==> src/rtl/n1_ir_pkg.sv <==
// Shared constants for the N1 instruction register: FSM encoding, opcode
// class prefixes, field bit positions and the multi-cycle classifier.
package n1_ir_pkg;

   typedef logic [1:0] ir_state_t;

   localparam ir_state_t ST_EMPTY = 2'd0;
   localparam ir_state_t ST_CYC1  = 2'd1;
   localparam ir_state_t ST_CYC2  = 2'd2;

   // Class prefixes; CALL/JMP is identified by bit 15 alone.
   localparam logic       CLS_CAL  = 1'b1;
   localparam logic [2:0] CLS_BRA  = 3'b011;
   localparam logic [2:0] CLS_IJMP = 3'b010;
   localparam logic [2:0] CLS_MEM  = 3'b001;
   localparam logic [2:0] CLS_ALU  = 3'b000;

   localparam int CAL_BIT      = 15;
   localparam int CLS_HI       = 15;
   localparam int CLS_LO       = 13;
   localparam int AADR_HI      = 14;
   localparam int AADR_LO      = 1;
   localparam int RADR_HI      = 12;
   localparam int RADR_LO      = 0;
   localparam int MADR_HI      = 8;
   localparam int MADR_LO      = 1;
   localparam int MADR_SEL_BIT = 9;
   localparam int EOW_BIT      = 0;

   function automatic logic is_multi_cyc(input logic [15:0] opc, input logic multi_cyc_mem);
      logic res;
      res = 1'b0;
      if (opc[CAL_BIT] == CLS_CAL) begin
         res = 1'b1;
      end else begin
         case (opc[CLS_HI:CLS_LO])
            CLS_BRA, CLS_IJMP: res = 1'b1;
            CLS_MEM:           res = multi_cyc_mem;
            default:           res = 1'b0;
         endcase
      end
      return res;
   endfunction

endpackage

==> src/rtl/n1_ir_if.sv <==
// Fetch, execution-control and program-bus AGU signals of the N1 instruction
// register, bundled so the IR and its environment connect through one port.
interface n1_ir_if;

   // Fetch handshake: an opcode transfers on every cycle where
   // fe2ir_vld_i and ir2fe_acc_o are both high. Fetch keeps the opcode
   // stable while vld is high and acc is low; acc never depends on vld.
   logic [15:0] fe2ir_opc_i;
   logic        fe2ir_vld_i;
   logic        ir2fe_acc_o;

   logic        exe2ir_stall_i;
   logic        ir2exe_vld_o;
   logic        ir2exe_last_o;

   logic        ir2pagu_eow_o;
   logic        ir2pagu_eow_postpone_o;
   logic        ir2pagu_jmp_or_cal_o;
   logic        ir2pagu_bra_o;
   logic        ir2pagu_scyc_o;
   logic        ir2pagu_mem_o;
   logic        ir2pagu_aadr_sel_o;
   logic        ir2pagu_madr_sel_o;
   logic [13:0] ir2pagu_aadr_o;
   logic [12:0] ir2pagu_radr_o;
   logic [7:0]  ir2pagu_madr_o;

   // IR side
   modport slave (
      input  fe2ir_opc_i, fe2ir_vld_i, exe2ir_stall_i,
      output ir2fe_acc_o, ir2exe_vld_o, ir2exe_last_o,
      output ir2pagu_eow_o, ir2pagu_eow_postpone_o, ir2pagu_jmp_or_cal_o,
      output ir2pagu_bra_o, ir2pagu_scyc_o, ir2pagu_mem_o,
      output ir2pagu_aadr_sel_o, ir2pagu_madr_sel_o,
      output ir2pagu_aadr_o, ir2pagu_radr_o, ir2pagu_madr_o
   );

   // Fetch / execution / AGU side
   modport master (
      output fe2ir_opc_i, fe2ir_vld_i, exe2ir_stall_i,
      input  ir2fe_acc_o, ir2exe_vld_o, ir2exe_last_o,
      input  ir2pagu_eow_o, ir2pagu_eow_postpone_o, ir2pagu_jmp_or_cal_o,
      input  ir2pagu_bra_o, ir2pagu_scyc_o, ir2pagu_mem_o,
      input  ir2pagu_aadr_sel_o, ir2pagu_madr_sel_o,
      input  ir2pagu_aadr_o, ir2pagu_radr_o, ir2pagu_madr_o
   );

endinterface

==> src/rtl/n1_ir_dec.sv <==
// Combinational pre-decode of a held opcode into AGU fields and class strobes.
// Strobes are qualified by vld; address fields are raw slices.
module n1_ir_dec
   import n1_ir_pkg::*;
#(
   parameter int MULTI_CYC_MEM = 1
) (
   input  logic [15:0] opc,
   input  logic        vld,
   output logic        multi,
   output logic        eow_bit,
   output logic        jmp_or_cal,
   output logic        bra,
   output logic        scyc,
   output logic        mem,
   output logic        aadr_sel,
   output logic        madr_sel,
   output logic [13:0] aadr,
   output logic [12:0] radr,
   output logic [7:0]  madr
);

   localparam logic MCM = (MULTI_CYC_MEM != 0);

   logic [2:0] cls;
   logic       is_cal;
   logic       is_bra;
   logic       is_ijmp;
   logic       is_mem;
   logic       is_alu;

   assign cls     = opc[CLS_HI:CLS_LO];
   assign is_cal  = (opc[CAL_BIT] == CLS_CAL);
   assign is_bra  = !is_cal && (cls == CLS_BRA);
   assign is_ijmp = !is_cal && (cls == CLS_IJMP);
   assign is_mem  = !is_cal && (cls == CLS_MEM);
   assign is_alu  = !is_cal && (cls == CLS_ALU);

   assign multi = is_multi_cyc(opc, MCM);

   // Branch opcodes use bit 0 as part of the relative address, not as EOW.
   assign eow_bit = opc[EOW_BIT] & ~is_bra;

   assign jmp_or_cal = vld & (is_cal | is_ijmp);
   assign bra        = vld & is_bra;
   assign scyc       = vld & is_alu;
   assign mem        = vld & is_mem;
   assign aadr_sel   = vld & is_ijmp;
   assign madr_sel   = vld & is_mem & opc[MADR_SEL_BIT];

   assign aadr = opc[AADR_HI:AADR_LO];
   assign radr = opc[RADR_HI:RADR_LO];
   assign madr = opc[MADR_HI:MADR_LO];

endmodule

==> src/rtl/n1_ir.sv <==
// N1 instruction register: holds each accepted opcode for one or two cycles
// and drives execution-control status plus decoded AGU signals.
module n1_ir
   import n1_ir_pkg::*;
#(
   parameter logic [15:0] RST_OPCODE    = 16'h0000,
   parameter int          MULTI_CYC_MEM = 1
) (
   input  logic      clk_i,
   input  logic      async_rst_n_i,
   input  logic      sync_rst_i,
   n1_ir_if.slave    bus,
   output ir_state_t dbg_state_o
);

   ir_state_t   state_q;
   ir_state_t   state_d;
   logic [15:0] ir_q;

   logic vld;
   logic multi;
   logic eow_bit;
   logic last;
   logic acc;
   logic load;

   assign vld = (state_q != ST_EMPTY);

   n1_ir_dec #(
      .MULTI_CYC_MEM (MULTI_CYC_MEM)
   ) u_dec (
      .opc        (ir_q),
      .vld        (vld),
      .multi      (multi),
      .eow_bit    (eow_bit),
      .jmp_or_cal (bus.ir2pagu_jmp_or_cal_o),
      .bra        (bus.ir2pagu_bra_o),
      .scyc       (bus.ir2pagu_scyc_o),
      .mem        (bus.ir2pagu_mem_o),
      .aadr_sel   (bus.ir2pagu_aadr_sel_o),
      .madr_sel   (bus.ir2pagu_madr_sel_o),
      .aadr       (bus.ir2pagu_aadr_o),
      .radr       (bus.ir2pagu_radr_o),
      .madr       (bus.ir2pagu_madr_o)
   );

   assign last = ((state_q == ST_CYC1) & ~multi) | (state_q == ST_CYC2);

   // Accept is held low during either reset so nothing transfers into a
   // register that is being cleared.
   assign acc  = async_rst_n_i & ~sync_rst_i & ~bus.exe2ir_stall_i &
                 ((state_q == ST_EMPTY) | last);
   assign load = bus.fe2ir_vld_i & acc;

   always_comb begin
      state_d = state_q;
      if (bus.exe2ir_stall_i) begin
         state_d = state_q;
      end else if (load) begin
         state_d = ST_CYC1;
      end else if ((state_q == ST_CYC1) && multi) begin
         state_d = ST_CYC2;
      end else begin
         state_d = ST_EMPTY;
      end
   end

   always_ff @(posedge clk_i or negedge async_rst_n_i) begin
      if (!async_rst_n_i) begin
         state_q <= ST_EMPTY;
         ir_q    <= RST_OPCODE;
      end else if (sync_rst_i) begin
         state_q <= ST_EMPTY;
         ir_q    <= RST_OPCODE;
      end else begin
         state_q <= state_d;
         if (load) begin
            ir_q <= bus.fe2ir_opc_i;
         end
      end
   end

   assign bus.ir2fe_acc_o            = acc;
   assign bus.ir2exe_vld_o           = vld;
   assign bus.ir2exe_last_o          = last;
   // EOW of a multi-cycle word is announced in CYC1 and delivered in CYC2.
   assign bus.ir2pagu_eow_o          = last & eow_bit;
   assign bus.ir2pagu_eow_postpone_o = (state_q == ST_CYC1) & multi & eow_bit;

   assign dbg_state_o = state_q;

endmodule

==> src/flat_wrapper.sv <==
// flat-port wrapper written by rule: the top's interface ports become plain ports
module n1_ir_flat import n1_ir_pkg::*;
#(
   parameter logic [15:0] RST_OPCODE    = 16'h0000,
   parameter int          MULTI_CYC_MEM = 1
)
  (clk_i, async_rst_n_i, sync_rst_i, dbg_state_o, bus_fe2ir_opc_i, bus_fe2ir_vld_i, bus_exe2ir_stall_i, bus_ir2fe_acc_o, bus_ir2exe_vld_o, bus_ir2exe_last_o, bus_ir2pagu_eow_o, bus_ir2pagu_eow_postpone_o, bus_ir2pagu_jmp_or_cal_o, bus_ir2pagu_bra_o, bus_ir2pagu_scyc_o, bus_ir2pagu_mem_o, bus_ir2pagu_aadr_sel_o, bus_ir2pagu_madr_sel_o, bus_ir2pagu_aadr_o, bus_ir2pagu_radr_o, bus_ir2pagu_madr_o);
  n1_ir_if bus_i ();
  input  logic clk_i;
  input  logic async_rst_n_i;
  input  logic sync_rst_i;
  output ir_state_t dbg_state_o;
  input wire logic [$bits(bus_i.fe2ir_opc_i)-1:0] bus_fe2ir_opc_i;
  input wire logic [$bits(bus_i.fe2ir_vld_i)-1:0] bus_fe2ir_vld_i;
  input wire logic [$bits(bus_i.exe2ir_stall_i)-1:0] bus_exe2ir_stall_i;
  output wire logic [$bits(bus_i.ir2fe_acc_o)-1:0] bus_ir2fe_acc_o;
  output wire logic [$bits(bus_i.ir2exe_vld_o)-1:0] bus_ir2exe_vld_o;
  output wire logic [$bits(bus_i.ir2exe_last_o)-1:0] bus_ir2exe_last_o;
  output wire logic [$bits(bus_i.ir2pagu_eow_o)-1:0] bus_ir2pagu_eow_o;
  output wire logic [$bits(bus_i.ir2pagu_eow_postpone_o)-1:0] bus_ir2pagu_eow_postpone_o;
  output wire logic [$bits(bus_i.ir2pagu_jmp_or_cal_o)-1:0] bus_ir2pagu_jmp_or_cal_o;
  output wire logic [$bits(bus_i.ir2pagu_bra_o)-1:0] bus_ir2pagu_bra_o;
  output wire logic [$bits(bus_i.ir2pagu_scyc_o)-1:0] bus_ir2pagu_scyc_o;
  output wire logic [$bits(bus_i.ir2pagu_mem_o)-1:0] bus_ir2pagu_mem_o;
  output wire logic [$bits(bus_i.ir2pagu_aadr_sel_o)-1:0] bus_ir2pagu_aadr_sel_o;
  output wire logic [$bits(bus_i.ir2pagu_madr_sel_o)-1:0] bus_ir2pagu_madr_sel_o;
  output wire logic [$bits(bus_i.ir2pagu_aadr_o)-1:0] bus_ir2pagu_aadr_o;
  output wire logic [$bits(bus_i.ir2pagu_radr_o)-1:0] bus_ir2pagu_radr_o;
  output wire logic [$bits(bus_i.ir2pagu_madr_o)-1:0] bus_ir2pagu_madr_o;
  assign bus_i.fe2ir_opc_i = bus_fe2ir_opc_i;
  assign bus_i.fe2ir_vld_i = bus_fe2ir_vld_i;
  assign bus_i.exe2ir_stall_i = bus_exe2ir_stall_i;
  assign bus_ir2fe_acc_o = bus_i.ir2fe_acc_o;
  assign bus_ir2exe_vld_o = bus_i.ir2exe_vld_o;
  assign bus_ir2exe_last_o = bus_i.ir2exe_last_o;
  assign bus_ir2pagu_eow_o = bus_i.ir2pagu_eow_o;
  assign bus_ir2pagu_eow_postpone_o = bus_i.ir2pagu_eow_postpone_o;
  assign bus_ir2pagu_jmp_or_cal_o = bus_i.ir2pagu_jmp_or_cal_o;
  assign bus_ir2pagu_bra_o = bus_i.ir2pagu_bra_o;
  assign bus_ir2pagu_scyc_o = bus_i.ir2pagu_scyc_o;
  assign bus_ir2pagu_mem_o = bus_i.ir2pagu_mem_o;
  assign bus_ir2pagu_aadr_sel_o = bus_i.ir2pagu_aadr_sel_o;
  assign bus_ir2pagu_madr_sel_o = bus_i.ir2pagu_madr_sel_o;
  assign bus_ir2pagu_aadr_o = bus_i.ir2pagu_aadr_o;
  assign bus_ir2pagu_radr_o = bus_i.ir2pagu_radr_o;
  assign bus_ir2pagu_madr_o = bus_i.ir2pagu_madr_o;
  n1_ir #(.RST_OPCODE(RST_OPCODE), .MULTI_CYC_MEM(MULTI_CYC_MEM)) u_core (.clk_i(clk_i), .async_rst_n_i(async_rst_n_i), .sync_rst_i(sync_rst_i), .bus(bus_i), .dbg_state_o(dbg_state_o));
endmodule
==> config.mk <==
export PLATFORM = sky130hd
export DESIGN_NAME = n1_ir_flat
export DESIGN_NICKNAME = d
export VERILOG_FILES = /design/src/rtl/n1_ir_pkg.sv /design/src/rtl/n1_ir_if.sv /design/src/rtl/n1_ir_dec.sv /design/src/rtl/n1_ir.sv /design/src/flat_wrapper.sv
export SDC_FILE = /design/constraint.sdc
export NUM_CORES = 1
export LEC_CHECK = 0
export ABC_AREA = 0
export CAP_MARGIN = 0
export CORE_MARGIN = 1.5
export CORE_UTILIZATION = 42
export CTS_CLUSTER_DIAMETER = 50
export DETAILED_ROUTE_END_ITERATION = 7
export HOLD_SLACK_MARGIN = 0.1
export PLACE_DENSITY_LB_ADDON = 0.08
export SETUP_SLACK_MARGIN = 0.5
export SLEW_MARGIN = 20
export SYNTH_ARGS = -nofsm -noshare
export SYNTH_HDL_FRONTEND = slang
export SYNTH_HIERARCHICAL = 1
export SYNTH_SLANG_ARGS = --single-unit
==> constraint.sdc <==
create_clock -name clk_i -period 4.45 [get_ports clk_i]
set_clock_uncertainty 0.05 [all_clocks]
set_input_delay 0.89 -clock clk_i [delete_from_list [all_inputs] [get_ports clk_i]]
set_output_delay 0.89 -clock clk_i [all_outputs]
set_load 0.1 [all_outputs]
==> reports/qor.csv <==
stage,metric,value,unit
clocking,ctsHtreeMaxLevel,1,
clocking,root_buffer,clkbuf_4,
logic_synthesis,synth_top_area_share,36.0,%
finish,n_antenna_cell,0,
detailed_routing,wirelength,2390,um
clocking,numClockSinks,18,
global_routing,grt_pass1_vias,872,
detailed_routing,ant_nets,0,
detailed_routing,post_drt_wl_per_cell,13.3,um
place,gp_congestion,0.776,
place,dp_slack,1.18,ns
critical_path,cp_num_buf_inv,1,
logic_synthesis,synth-seq-cells,18,
global_routing,grt_max_degree,21,
logic_synthesis,ys_seq_area_share,36.0,%
detailed_routing,drc,0,
global_routing,track_usage,15.4,%
logic_synthesis,syn_nets,134,
detailed_routing,post_drt_via_cell_ratio,4.81,
logic_synthesis,synth_area_leader_cell,dfrtp_1,
clocking,cts_tree,yes,
global_routing,grt_pass1_wl,4000,um
floorplanning,start_util,44.9,%
floorplanning,die_w,57.6,um
place,port_buffers,68,
floorplanning,io_pins,69,
timing,hold_viol_final,0,
logic_synthesis,synth.top_cells.by_area,"dfrtp_1 36%, buf_4 21%, mux2_4 11%",
clocking,clk-insertion-delay-late,0.28,ns
global_routing,antenna_found_initial,0,
clocking,clk_path_buf_depth,2,
critical_path,critPathTopFamily,buffers and inverters,
timing,tns,0,ns
critical_path,path_max_fanout,9,
power_and_ir_drop,p_per_area,244,nW/um^2
power_and_ir_drop,power_leakage,0.782,nW
timing,period_share,80.5,%
timing,layout_min_cycle_time,3.58,ns
detailed_routing,drtPass1Iterations,4,
critical_path,r2r_slack,2.35,ns
global_routing,grt.overflow.total,0,
timing,fin_ws,0.870,ns
clocking,clkTransAtPathRegs,0.10,ns
logic_synthesis,syn_area,1250,sq um
timing,max-slew-margin-rel,34.4,%
finish,synthToLayoutAreaGrowth,39.8,%
power_and_ir_drop,vdd_ir_drop_max,0.199,mV
detailed_routing,vias,865,
floorplanning,die_y,57.6,um
clocking,cts_buffers,3,
clocking,hold_buffers,0,
finish,utilization,62.8,%
clocking,post_cts_buffers,0,
logic_synthesis,netlist_instances,113,
critical_path,cpPeakStageDelay,1.12,ns
timing,finalSetupViolCount,0,
flow_run,cap_viol_max_count,0,
clocking,post_cts_resized,0,
run_status,outcome,completed,
critical_path,critPathRequiredTime,3.51,ns
timing,rsz0062_at_grt,false,
hold_path,hp-class,reg -> reg,
floorplanning,die_area,3310,sq um
timing,fmax,279,MHz
critical_path,crit_chain,or3_1 -> nor2_1 -> mux2_2 -> clkdlybuf4s50_1,
critical_path,cp-end-kind,output port,
finish,final_layout_size_suffix_gt1_share,22.8,%
critical_path,cp.arrival,2.64,ns
critical_path,criticalPathCategory,reg -> out,
logic_synthesis,postSynthAreaPerCell,11.1,sq um
detailed_routing,first_iter_violations,24,
critical_path,crit_path_start_kind,flop,
critical_path,cpMaxStageDelayCell,clkdlybuf4s50_1,
timing,drv_slew,0,
floorplanning,coreArea,2780,sq um
timing,tightest_slew,0.982,ns
floorplanning,rows,19,
logic_synthesis,yosys_warnings,6,
finish,nNetsFinal,172,
logic_synthesis,yosysUniqueCellTypes,27,
-- synth_stat cells --
| library cell | number |
|---|---|
| nor2_1 | 3 |
| nor2b_1 | 9 |
| and2_1 | 1 |
| nor3b_1 | 2 |
| a21oi_1 | 1 |
| o21ai_0 | 1 |
| nand4_4 | 1 |
| dfrtp_1 | 18 |
| mux2_4 | 9 |
| nand2_1 | 2 |
| mux2_2 | 8 |
| and3_1 | 1 |
| and2b_1 | 8 |
| o21ai_2 | 1 |
| inv_1 | 1 |
| and4bb_2 | 1 |
| o21a_1 | 2 |
| nand2b_4 | 1 |
| and4b_1 | 1 |
| or3_1 | 1 |
| nor4b_2 | 1 |
| clkbuf_1 | 1 |
| buf_6 | 1 |
| or2_2 | 1 |
| nor3_1 | 1 |
| buf_4 | 35 |
| nor2_2 | 1 |
-- cell type report --
| type | count | area (sq um) |
|---|---|---|
| Clock buffer | 3 | 22.5 |
| Fill cell | 249 | 1030 |
| Inverter | 1 | 3.75 |
| Multi-Input combinational cell | 57 | 542 |
| Sequential cell | 18 | 450 |
| Tap cell | 31 | 38.8 |
| Timing Repair Buffer | 70 | 691 |
-- cells by family (layout without fill, tap and decap cells) --
logic type             Yosys count  after routing  share of synthesized area, %
buffers and inverters           38             74                          22.5
muxes                           17             17                          18.0
AOI/OAI and AO/OA                5              5                          2.70
DFF                             18             18                          36.0
and+or+nand+nor                 35             35                          20.7
-- final timing paths --
check	startpoint	endpoint	depth (start not counted)
worst min register to register	u_core/ir_q[11]	u_core/ir_q[11]	2
min in group asynchronous	async_rst_n_i	u_core/ir_q[12]	2
worst max-delay path	u_core/ir_q[13]	bus_ir2exe_last_o	4
max in group asynchronous	async_rst_n_i	u_core/ir_q[7]	2
worst min-delay path	u_core/ir_q[11]	u_core/ir_q[11]	2
worst max register to register	u_core/ir_q[13]	u_core/ir_q[3]	4
-- flip-flops by register name, indices dropped and copies added, names as in the netlist --
| register | count |
|---|---|
| u_core/dbg_state_o | 2 |
| u_core/ir_q | 16 |
-- placed cells by master, fill, tap and decap left out --
cell type,count
nor4b_4,1
nor3b_2,2
and3_1,1
nand2b_4,1
or3_1,1
nand4_4,1
nor2_2,1
and4b_1,1
nor2b_1,9
o21a_1,2
or2_2,1
and2_1,1
a21oi_1,1
mux2_2,8
clkdlybuf4s50_1,66
and2b_1,8
and4bb_2,1
o21ai_0,1
buf_4,4
clkbuf_4,3
nor2_1,3
nor3_2,1
inv_1,1
nand2_1,2
o21ai_2,1
mux2_4,9
dfrtp_1,18
-- power by group --
group / switching, mW / internal, mW
sequential: 0.00643 / 0.169
clock: 0.0463 / 0.0313
combinational: 0.122 / 0.0510
total: 0.175 / 0.251
-- tightest hold or removal path: cells and delay by family (launching register included) --
kind | cells | cell delay, ns
flops | 1 | 0.36
simple gates | 1 | 0.11
mux | 1 | 0.13
-- through the flow --
stage / hold WS, ns / cells / power [mW] / area [sq um]
final: 0.589 / 180 / 0.426 / 1750
after CTS: 0.601 / 180 / 0.433 / 1750
after global routing: 0.626 / 180 / 0.445 / 1750
after floorplan: 0.544 / 113 / 0.316 / 1270
after global placement: 0.563 / 177 / 0.351 / 1730
after detailed placement: 0.576 / 177 / 0.353 / 1730
-- metal layers --
metal  GRT usage, %  up-vias  part of all wire, %
met1           18.8      411                   41
met4           3.99        0                 0.54
met5              0        -                    0
met2           26.9       38                   50
li1               -      414                    -
met3           3.85        2                  8.2
(Power assumes the default switching activity.)
